## src/rtl/cpu_seq_pkg.sv

```systemverilog
// Shared types and opcode constants for the multi-cycle CPU sequencer.
// State enum order defines the externally visible phase encoding.
package cpu_seq_pkg;

  typedef enum logic [2:0] {
    StIdle,
    StLoad,
    StFetch,
    StDecode,
    StExec,
    StMem,
    StWb,
    StHalt
  } state_e;

  typedef enum logic [2:0] {
    OpRtype,
    OpAddi,
    OpLw,
    OpSw,
    OpBeq,
    OpJ,
    OpIllegal
  } op_class_e;

  localparam logic [5:0] OpcRtype = 6'h00;
  localparam logic [5:0] OpcAddi  = 6'h08;
  localparam logic [5:0] OpcLw    = 6'h23;
  localparam logic [5:0] OpcSw    = 6'h2B;
  localparam logic [5:0] OpcBeq   = 6'h04;
  localparam logic [5:0] OpcJ     = 6'h02;

  function automatic op_class_e decode_opcode(logic [5:0] opc);
    op_class_e cls;
    case (opc)
      OpcRtype: cls = OpRtype;
      OpcAddi:  cls = OpAddi;
      OpcLw:    cls = OpLw;
      OpcSw:    cls = OpSw;
      OpcBeq:   cls = OpBeq;
      OpcJ:     cls = OpJ;
      default:  cls = OpIllegal;
    endcase
    return cls;
  endfunction

  // Control-flow classes finish in EXEC; everything else goes on to MEM or WB.
  function automatic logic is_ctrl_flow(op_class_e cls);
    return (cls == OpBeq) || (cls == OpJ);
  endfunction

endpackage

```

## src/rtl/cpu_sequencer_if.sv

```systemverilog
// Control/status bundle between the sequencer and the datapath around it.
// master: the sequencer (drives strobes); slave: datapath/environment.
interface cpu_sequencer_if;
  logic        start;
  logic [31:0] entry_point;
  logic [5:0]  opcode;
  logic        mem_ready;
  logic        halt_req;

  logic        pc_load;
  logic [31:0] pc_load_addr;
  logic        pc_write;
  logic        ir_write;
  logic        mem_read_en;
  logic        mem_write_en;
  logic        reg_write_en;
  logic [2:0]  phase;
  logic        busy;
  logic        halted;
  logic        illegal;
  logic [31:0] instr_count;

  modport master (
    input  start, entry_point, opcode, mem_ready, halt_req,
    output pc_load, pc_load_addr, pc_write, ir_write, mem_read_en, mem_write_en,
    output reg_write_en, phase, busy, halted, illegal, instr_count
  );

  modport slave (
    output start, entry_point, opcode, mem_ready, halt_req,
    input  pc_load, pc_load_addr, pc_write, ir_write, mem_read_en, mem_write_en,
    input  reg_write_en, phase, busy, halted, illegal, instr_count
  );
endinterface

```

## src/rtl/seq_opdecode.sv

```systemverilog
// Combinational opcode -> op-class decoder.
module seq_opdecode
  import cpu_seq_pkg::*;
(
  input  logic [5:0] opcode_i,
  output op_class_e  op_class_o
);

  always_comb begin
    op_class_o = decode_opcode(opcode_i);
  end

endmodule

```

## src/rtl/cpu_sequencer.sv

```systemverilog
// Multi-cycle CPU control sequencer: Moore FSM driving PC/IR/memory/regfile strobes.
// Halt requests are remembered and honoured only at an instruction boundary (retire).
module cpu_sequencer
  import cpu_seq_pkg::*;
#(
  parameter int unsigned MAX_INSTR = 0
) (
  input logic             clk,
  input logic             rst_n,
  cpu_sequencer_if.master bus
);

  state_e      state_q, state_d;
  op_class_e   op_class_q, op_class_d;
  op_class_e   dec_class;
  logic [31:0] instr_count_q, instr_count_d;
  logic [31:0] count_inc;
  logic        illegal_q, illegal_d;
  logic        halt_pend_q, halt_pend_d;
  logic        retire;
  logic        max_hit;

  seq_opdecode u_opdecode (
    .opcode_i   (bus.opcode),
    .op_class_o (dec_class)
  );

  assign count_inc = instr_count_q + 32'd1;
  assign max_hit   = (MAX_INSTR != 0) && (count_inc == MAX_INSTR);

  always_ff @(posedge clk or negedge rst_n) begin
    if (!rst_n) begin
      state_q       <= StIdle;
      op_class_q    <= OpRtype;
      instr_count_q <= '0;
      illegal_q     <= 1'b0;
      halt_pend_q   <= 1'b0;
    end else begin
      state_q       <= state_d;
      op_class_q    <= op_class_d;
      instr_count_q <= instr_count_d;
      illegal_q     <= illegal_d;
      halt_pend_q   <= halt_pend_d;
    end
  end

  always_comb begin
    state_d       = state_q;
    op_class_d    = op_class_q;
    instr_count_d = instr_count_q;
    illegal_d     = illegal_q;
    halt_pend_d   = halt_pend_q;
    retire        = 1'b0;

    unique case (state_q)
      StIdle: begin
        if (bus.start) state_d = StLoad;
      end
      StLoad: begin
        instr_count_d = '0;
        illegal_d     = 1'b0;
        halt_pend_d   = 1'b0;
        state_d       = StFetch;
      end
      StFetch: begin
        state_d = StDecode;
      end
      StDecode: begin
        op_class_d = dec_class;
        state_d    = StExec;
      end
      StExec: begin
        case (op_class_q)
          OpBeq, OpJ:      retire  = 1'b1;
          OpLw, OpSw:      state_d = StMem;
          OpRtype, OpAddi: state_d = StWb;
          default: begin
            illegal_d = 1'b1;
            state_d   = StHalt;
          end
        endcase
      end
      StMem: begin
        if (bus.mem_ready) begin
          if (op_class_q == OpLw) state_d = StWb;
          else                    retire  = 1'b1;
        end
      end
      StWb: begin
        retire = 1'b1;
      end
      StHalt: begin
        if (bus.start) state_d = StLoad;
      end
      default: state_d = StIdle;
    endcase

    // A request seen mid-instruction is held until the instruction retires.
    if (bus.halt_req && (state_q inside {StFetch, StDecode, StExec, StMem, StWb})) begin
      halt_pend_d = 1'b1;
    end

    if (retire) begin
      instr_count_d = count_inc;
      halt_pend_d   = 1'b0;
      state_d       = (bus.halt_req || halt_pend_q || max_hit) ? StHalt : StFetch;
    end
  end

  // Moore outputs: decoded from registered state and op class only.
  always_comb begin
    bus.pc_load      = 1'b0;
    bus.pc_write     = 1'b0;
    bus.ir_write     = 1'b0;
    bus.mem_read_en  = 1'b0;
    bus.mem_write_en = 1'b0;
    bus.reg_write_en = 1'b0;

    unique case (state_q)
      StLoad:  bus.pc_load = 1'b1;
      StFetch: begin
        bus.ir_write = 1'b1;
        bus.pc_write = 1'b1;
      end
      StExec:  bus.pc_write = is_ctrl_flow(op_class_q);
      StMem: begin
        bus.mem_read_en  = (op_class_q == OpLw);
        bus.mem_write_en = (op_class_q == OpSw);
      end
      StWb:    bus.reg_write_en = 1'b1;
      default: ;
    endcase

    bus.pc_load_addr = bus.pc_load ? bus.entry_point : 32'd0;
    bus.phase        = state_q;
    bus.busy         = (state_q != StIdle) && (state_q != StHalt);
    bus.halted       = (state_q == StHalt);
    bus.illegal      = illegal_q;
    bus.instr_count  = instr_count_q;
  end

  strobe_onehot_a: assert property (@(posedge clk) disable iff (!rst_n)
    $onehot0({bus.pc_load, bus.ir_write, bus.mem_read_en, bus.mem_write_en, bus.reg_write_en}));

endmodule

```

## src/flat_wrapper.sv

```systemverilog
// flat-port wrapper written by rule: the top's interface ports become plain ports
module cpu_sequencer_flat import cpu_seq_pkg::*;
#(
  parameter int unsigned MAX_INSTR = 0
)
  (clk, rst_n, bus_start, bus_entry_point, bus_opcode, bus_mem_ready, bus_halt_req, bus_pc_load, bus_pc_load_addr, bus_pc_write, bus_ir_write, bus_mem_read_en, bus_mem_write_en, bus_reg_write_en, bus_phase, bus_busy, bus_halted, bus_illegal, bus_instr_count);
  cpu_sequencer_if bus_i ();
  input logic clk;
  input logic rst_n;
  input wire logic [$bits(bus_i.start)-1:0] bus_start;
  input wire logic [$bits(bus_i.entry_point)-1:0] bus_entry_point;
  input wire logic [$bits(bus_i.opcode)-1:0] bus_opcode;
  input wire logic [$bits(bus_i.mem_ready)-1:0] bus_mem_ready;
  input wire logic [$bits(bus_i.halt_req)-1:0] bus_halt_req;
  output wire logic [$bits(bus_i.pc_load)-1:0] bus_pc_load;
  output wire logic [$bits(bus_i.pc_load_addr)-1:0] bus_pc_load_addr;
  output wire logic [$bits(bus_i.pc_write)-1:0] bus_pc_write;
  output wire logic [$bits(bus_i.ir_write)-1:0] bus_ir_write;
  output wire logic [$bits(bus_i.mem_read_en)-1:0] bus_mem_read_en;
  output wire logic [$bits(bus_i.mem_write_en)-1:0] bus_mem_write_en;
  output wire logic [$bits(bus_i.reg_write_en)-1:0] bus_reg_write_en;
  output wire logic [$bits(bus_i.phase)-1:0] bus_phase;
  output wire logic [$bits(bus_i.busy)-1:0] bus_busy;
  output wire logic [$bits(bus_i.halted)-1:0] bus_halted;
  output wire logic [$bits(bus_i.illegal)-1:0] bus_illegal;
  output wire logic [$bits(bus_i.instr_count)-1:0] bus_instr_count;
  assign bus_i.start = bus_start;
  assign bus_i.entry_point = bus_entry_point;
  assign bus_i.opcode = bus_opcode;
  assign bus_i.mem_ready = bus_mem_ready;
  assign bus_i.halt_req = bus_halt_req;
  assign bus_pc_load = bus_i.pc_load;
  assign bus_pc_load_addr = bus_i.pc_load_addr;
  assign bus_pc_write = bus_i.pc_write;
  assign bus_ir_write = bus_i.ir_write;
  assign bus_mem_read_en = bus_i.mem_read_en;
  assign bus_mem_write_en = bus_i.mem_write_en;
  assign bus_reg_write_en = bus_i.reg_write_en;
  assign bus_phase = bus_i.phase;
  assign bus_busy = bus_i.busy;
  assign bus_halted = bus_i.halted;
  assign bus_illegal = bus_i.illegal;
  assign bus_instr_count = bus_i.instr_count;
  cpu_sequencer #(.MAX_INSTR(MAX_INSTR)) u_core (.clk(clk), .rst_n(rst_n), .bus(bus_i));
endmodule
```

## config.mk

```make
export PLATFORM = sky130hd
export DESIGN_NAME = cpu_sequencer_flat
export DESIGN_NICKNAME = d
export VERILOG_FILES = /design/src/rtl/cpu_seq_pkg.sv /design/src/rtl/cpu_sequencer_if.sv /design/src/rtl/seq_opdecode.sv /design/src/rtl/cpu_sequencer.sv /design/src/flat_wrapper.sv
export SDC_FILE = /design/constraint.sdc
export NUM_CORES = 1
export LEC_CHECK = 0
export BUFFER_PORTS_ARGS = -buffer_cell sky130_fd_sc_hd__buf_2
export CAP_MARGIN = 25
export CORE_UTILIZATION = 45
export CTS_BUF_LIST = sky130_fd_sc_hd__clkbuf_4 sky130_fd_sc_hd__clkbuf_8
export DETAILED_ROUTE_END_ITERATION = 12
export HOLD_SLACK_MARGIN = 0.03
export PLACE_DENSITY_LB_ADDON = 0.15
export SLEW_MARGIN = 25
export SYNTH_ARGS = -nofsm -noshare
export SYNTH_HDL_FRONTEND = slang
export SYNTH_SLANG_ARGS = --single-unit
```

## constraint.sdc

```tcl
create_clock -name clk -period 2.2 [get_ports clk]
set_clock_uncertainty 0.2 [all_clocks]
set_input_delay 0.44 -clock clk [delete_from_list [all_inputs] [get_ports clk]]
set_output_delay 0.44 -clock clk [all_outputs]
set_load 0.02 [all_outputs]
```

Yosys cells after proc, flatten, opt, wreduce, memory -nomap -nowiden
Cells that the tools add are included.

Flip-flop bits (word level): 40. Output and inout port bits: 76. Word-level logic and storage cells: 75. Input bits: 43.

Equal/unequal tests: 23. $add $sub $neg: 1. Reductions and logical operators: 20. Muxes and demuxes: 26.

Operators with widths (number): 2-to-1 mux 32 bit (3); case mux 3 bit (6 select lines) (2); adder 32 x 1 -> 32 bit, second input constant (1); equality test 3 bit, second input constant (6); 2-to-1 mux 3 bit (5); equality test 3 x 2 -> 1 bit, second input constant (4); equality test 6 bit, second input constant (2); 2-to-1 mux 1 bit (12); inequality test 3 x 2 -> 1 bit, second input constant (3); case mux 3 bit (3 select lines) (1); OR reduction 2 bit (4); nonzero test 7 bit (1); equality test 3 x 1 -> 1 bit, second input constant (2); equality test 6 x 2 -> 1 bit, second input constant (1); equality test 6 x 3 -> 1 bit, second input constant (1); equality test 6 x 4 -> 1 bit, second input constant (1); logical NOT 3 bit (2); logical NOT 6 bit (1); nonzero test 3 bit (2); OR reduction 6 bit (1); AND reduction 5 bit (1); nonzero test 5 bit (1); case mux 1 bit (2 select lines) (2); nonzero test 2 bit (2); 7 further kinds (9).

Logic depth before layout (Yosys ltp)
Word-level depth: 6. Depth in mapped cells: 7. Gate-level depth less buffers: 6.

Hierarchy
From an unflattened synthesis, not the netlist that was laid out.

Cell total of the unflattened synthesis: 296. Area total of the unflattened synthesis: 2618.8 µm².

By module, submodules not included: cpu_sequencer (area each 2547.4 µm², cells an instance 286, instances 1, sequential area each 1001.0 µm²); seq_opdecode (area each 71.3 µm², cells an instance 10, instances 1, sequential area each 0.0 µm²).

Worst setup path after synthesis
No wires, ideal clock.

Kind: register -> output. Start: register u_core.state_q[0] (netlist: u_core.bus.phase[0]). End: output port bus_mem_read_en. Data required time: 1560 ps. Arrival: 1657 ps. Buffers on the path: 2. Setup slack: -97 ps. Stages on the path, launching flop included: 5. Cells stage by stage: dfrtp_1 -> buf_4 -> buf_1 -> nand2_1 -> nor4_1.

Cells in the longest elaborated chain, start to end: 2.

Ends and longest elaborated chain: start, declared (RTL line cpu_sequencer.sv:13) `state_e state_q, state_d;`; start signal, assigned (RTL line cpu_sequencer.sv:33) `state_q <= StIdle;`; start signal, assigned (RTL line cpu_sequencer.sv:39) `state_q <= state_d;`; equality test 3 bit (RTL line cpu_sequencer.sv:119) `unique case (state_q)`; 2-to-1 mux 1 bit (RTL line cpu_sequencer.sv:119); end, declared (RTL line flat_wrapper.sv:19) `output wire logic [$bits(bus_i.mem_read_en)-1:0] bus_mem_read_en;`.

No other way between the ends.

Worst setup path in the final report
Start: register u_core.op_class_q[1]. End: output port bus_pc_write.

Cells in the longest elaborated chain, start to end: 3. Elaborated cells between the ends (all ways): 4. Classes of those cells: eq/ne: 2; mux: 1; reduce/logical: 1.

Ends and longest elaborated chain: start, declared (RTL line cpu_sequencer.sv:14) `op_class_e op_class_q, op_class_d;`; start signal, assigned (RTL line cpu_sequencer.sv:34) `op_class_q <= OpRtype;`; start signal, assigned (RTL line cpu_sequencer.sv:40) `op_class_q <= op_class_d;`; equality test 3 bit (RTL line cpu_seq_pkg.sv:49) `return (cls == OpBeq) || (cls == OpJ);`; logical OR 1 bit (*) (RTL line cpu_seq_pkg.sv:49); case mux 1 bit (2 select lines) (*) (RTL line cpu_sequencer.sv:119); end, declared (RTL line flat_wrapper.sv:17) `output wire logic [$bits(bus_i.pc_write)-1:0] bus_pc_write;`.

Mark *: on every way between the ends. The rest lies on a longest branch, timed or not.

==> impl_metrics.tcl <==
set metrics [dict create \
    grt_pass1_vias 2398 \
    setup.worst_path.end_class "output pin" \
    timing.fmax_ghz 0.458 \
    hpwl_mm 4.83 \
    worstRegToRegCells 6 \
    die_area_um2 5780 \
    yosys-top-cells-area "dfrtp_1 41%, and3_1 11%, mux2i_1 8.1%" \
    syn_nets 320 \
    path_clk_slew_ns 0.08 \
    dominantRegCellSynth "dfrtp_1" \
    wl_per_cell_um 14.0 \
    synth-edff-count 0 \
    antenna_found_initial 0 \
    postSynthAreaPerCell_um2 8.93 \
    io_pins 119 \
    relSlewSlack_pct 64.3 \
    drtIter0Drc 135 \
    hold_viol 0 \
    yosysTopAreaCell "dfrtp_1" \
    cts_tree "yes" \
    yosysMostFrequentCell "nand2_1" \
    via_count 2590 \
    ys_types 47 \
    rsz0062_at_grt "true" \
    grt_usage_pct 23.6 \
    synthArstFlopShare_pct 100 \
    clock-sinks 40 \
    coreArea_um2 5200 \
    routabilityCongestion 0.900 \
    grt_start_max_net_pins 34 \
    p_per_area_nw_per_um2 1030 \
    vias_per_cell 5.46 \
    power_mw 3.49 \
    finalWirelength_mm 6.66 \
    synth_area_um2 2460 \
    tightest_slew_ns 0.528 \
    synth_common_cells "45 x nand2_1, 44 x and3_1, 40 x dfrtp_1" \
    holdPathEnd "u_core.op_class_q[0]" \
    detail-route-antenna-nets 0 \
    leakagePower_nw 1.95 \
    hold_path_startpoint "bus_opcode[4]" \
    fp.dieW_um 76.0 \
    critPathArrivalTime_ns 1.54 \
    yosysWarnings 0 \
    nNetsFinal 447 \
    drc_errors 0 \
    start_util_pct 47.4 \
    clockBufferDepth 2 \
    cts_made_buffers 5 \
    r2r_end "u_core.bus.instr_count[4]" \
    ys_ff_latch 40 \
    drv_slew 0 \
    fillers 473 \
    final_util_pct 65.2 \
    finalSetupViolCount 0 \
    chipHeight_um 76.0 \
    crit_required_ns 1.56 \
    min_period_ns 2.18 \
    synth_top_cell_area_share_pct 40.6 \
    dr.pass1.iters 4 \
    cts.htree.levels 2 \
    antennaDiodeCount 0 \
    r2r-start "u_core.bus.phase[1]" \
    min_path_cells 2 \
    max_cap_viol_count 0 \
    syn_inst 276 \
    clock_latency_ns 0.30 \
    period_share_pct 99.3 \
    start_kind "flip-flop" \
    cts-root-buf "clkbuf_8" \
    drive_above_1_share_pct 41.6 \
    port_buffers 118 \
    ir_drop_mv 0.560 \
    r2r_setup_slack_ns 0.17 \
    criticalPathCategory "flip-flop to output pin" \
    hold_class "primary input to flip-flop" \
    grt-ovfl-total 0 \
    placementRows 26 \
    status "completed" \
    yosysSeqAreaShare_pct 40.6 \
    area_growth_pct 37.7 \
    grt_first_pass_wirelength_mm 11.2 \
    crit_fanout 5 \
]
-- placed cells by master (no fill, tap or decap), types with 2 or more instances in the layout --
cell type,count
buf_2,116
nand2_1,44
and3_1,43
dfrtp_1,35
nand3_1,21
mux2i_1,20
buf_4,15
nand4_1,8
nor2_1,7
o21ai_0,7
o211ai_1,7
o31ai_1,7
a21oi_1,6
clkbuf_8,6
dfrtp_2,5
inv_1,4
nor4_2,3
nor3_1,3
nand2b_1,2
nand2_2,2
a21oi_2,2
a21oi_4,2
o41ai_1,2
a21o_1,2
or3_1,2
a211oi_1,2
nor4_1,2
buf_12,2
-- registers in the layout, summed over array words and instances (netlist names) --
signal,cells
u_core.op_class_q,3
u_core.bus.phase,3
u_core.bus.instr_count,32
u_core.bus.illegal,1
u_core.halt_pend_q,1
-- cell type report --
cell class,count,area (µm²),share of cell area (%)
Tap cell,70,87.6,2.58
Sequential cell,40,1010,29.7
Inverter,5,22.5,0.664
Timing Repair Buffer,136,769,22.7
Multi-Input combinational cell,215,1410,41.6
Clock inverter,2,13.8,0.406
Clock buffer,6,82.6,2.43
-- how the worst max path moves through the flow --
stage	slack [ns]	start	endpoint	cells after the start
after floorplan	-0.1	u_core.bus.phase[0]	bus_mem_read_en	4
after global placement	0.22	u_core.bus.phase[1]	bus_pc_write	3
final	0.02	u_core.op_class_q[1]	bus_pc_write	3
after CTS	-0.04	u_core.bus.phase[1]	bus_pc_write	3
after detailed placement	0.20	u_core.bus.phase[1]	bus_pc_write	3
after global routing	-0.06	u_core.bus.phase[1]	bus_mem_write_en	4
-- cells by family after synthesis --
| logic type | synth area share (%) |
|---|---|
| mux | 9.19 |
| fa+ha+maj | 0.914 |
| compound gates | 12.4 |
| flops | 40.6 |
| buf+inv | 3.86 |
| simple gates | 33.0 |
-- per-layer routing --
| layer | vias to the layer above | wire (µm) | part of all wire [%] | track usage (%) |
|---|---|---|---|---|
| met3 | 7 | 380 | 5.7 | 4.91 |
| met1 | 1229 | 2940 | 44 | 29.4 |
| met2 | 83 | 3240 | 49 | 40.8 |
| met5 | - | 0 | 0 | 0 |
| li1 | 1271 | - | - | - |
| met4 | 0 | 97 | 1.5 | 7.31 |
-- worst max-delay path, cell delays in order (launching register included) --
cell     delay (ns)
dfrtp_2        0.44
or4bb_4        0.55
a21oi_4        0.13
buf_6          0.13
-- stage by stage --
stage | setup TNS [ns] | instance area (µm²) | setup WS [ns] | instances | hold WS [ns]
CTS | -0.0422 | 3300 | -0.0394 | 469 | 0.148
global route | -0.749 | 3390 | -0.0635 | 474 | 0.166
finish | 0 | 3390 | 0.0165 | 474 | 0.151
global placement | 0 | 3170 | 0.218 | 458 | 0.235
detailed placement | 0 | 3170 | 0.196 | 458 | 0.238
floorplan | -0.195 | 2480 | -0.0974 | 276 | -0.0556
-- report_power, final --
| part | switching (mW) | internal, mW |
|---|---|---|
| Sequential | 0.153 | 0.853 |
| Combinational | 1.17 | 0.790 |
| Clock | 0.273 | 0.257 |
-- timing repair --
| action | CTS | global route |
|---|---|---|
| gates cloned | 0 | 0 |
| gates resized for setup | 5 | 16 |
| buffers inserted | 2 | 5 |
| pin swaps | 0 | 1 |
| endpoints found under the hold margin | 20 | 0 |
| hold buffers | 1 | 0 |
| endpoints found under the setup margin | 38 | 39 |
No activity file was read; power rests on OpenSTA's default activity.
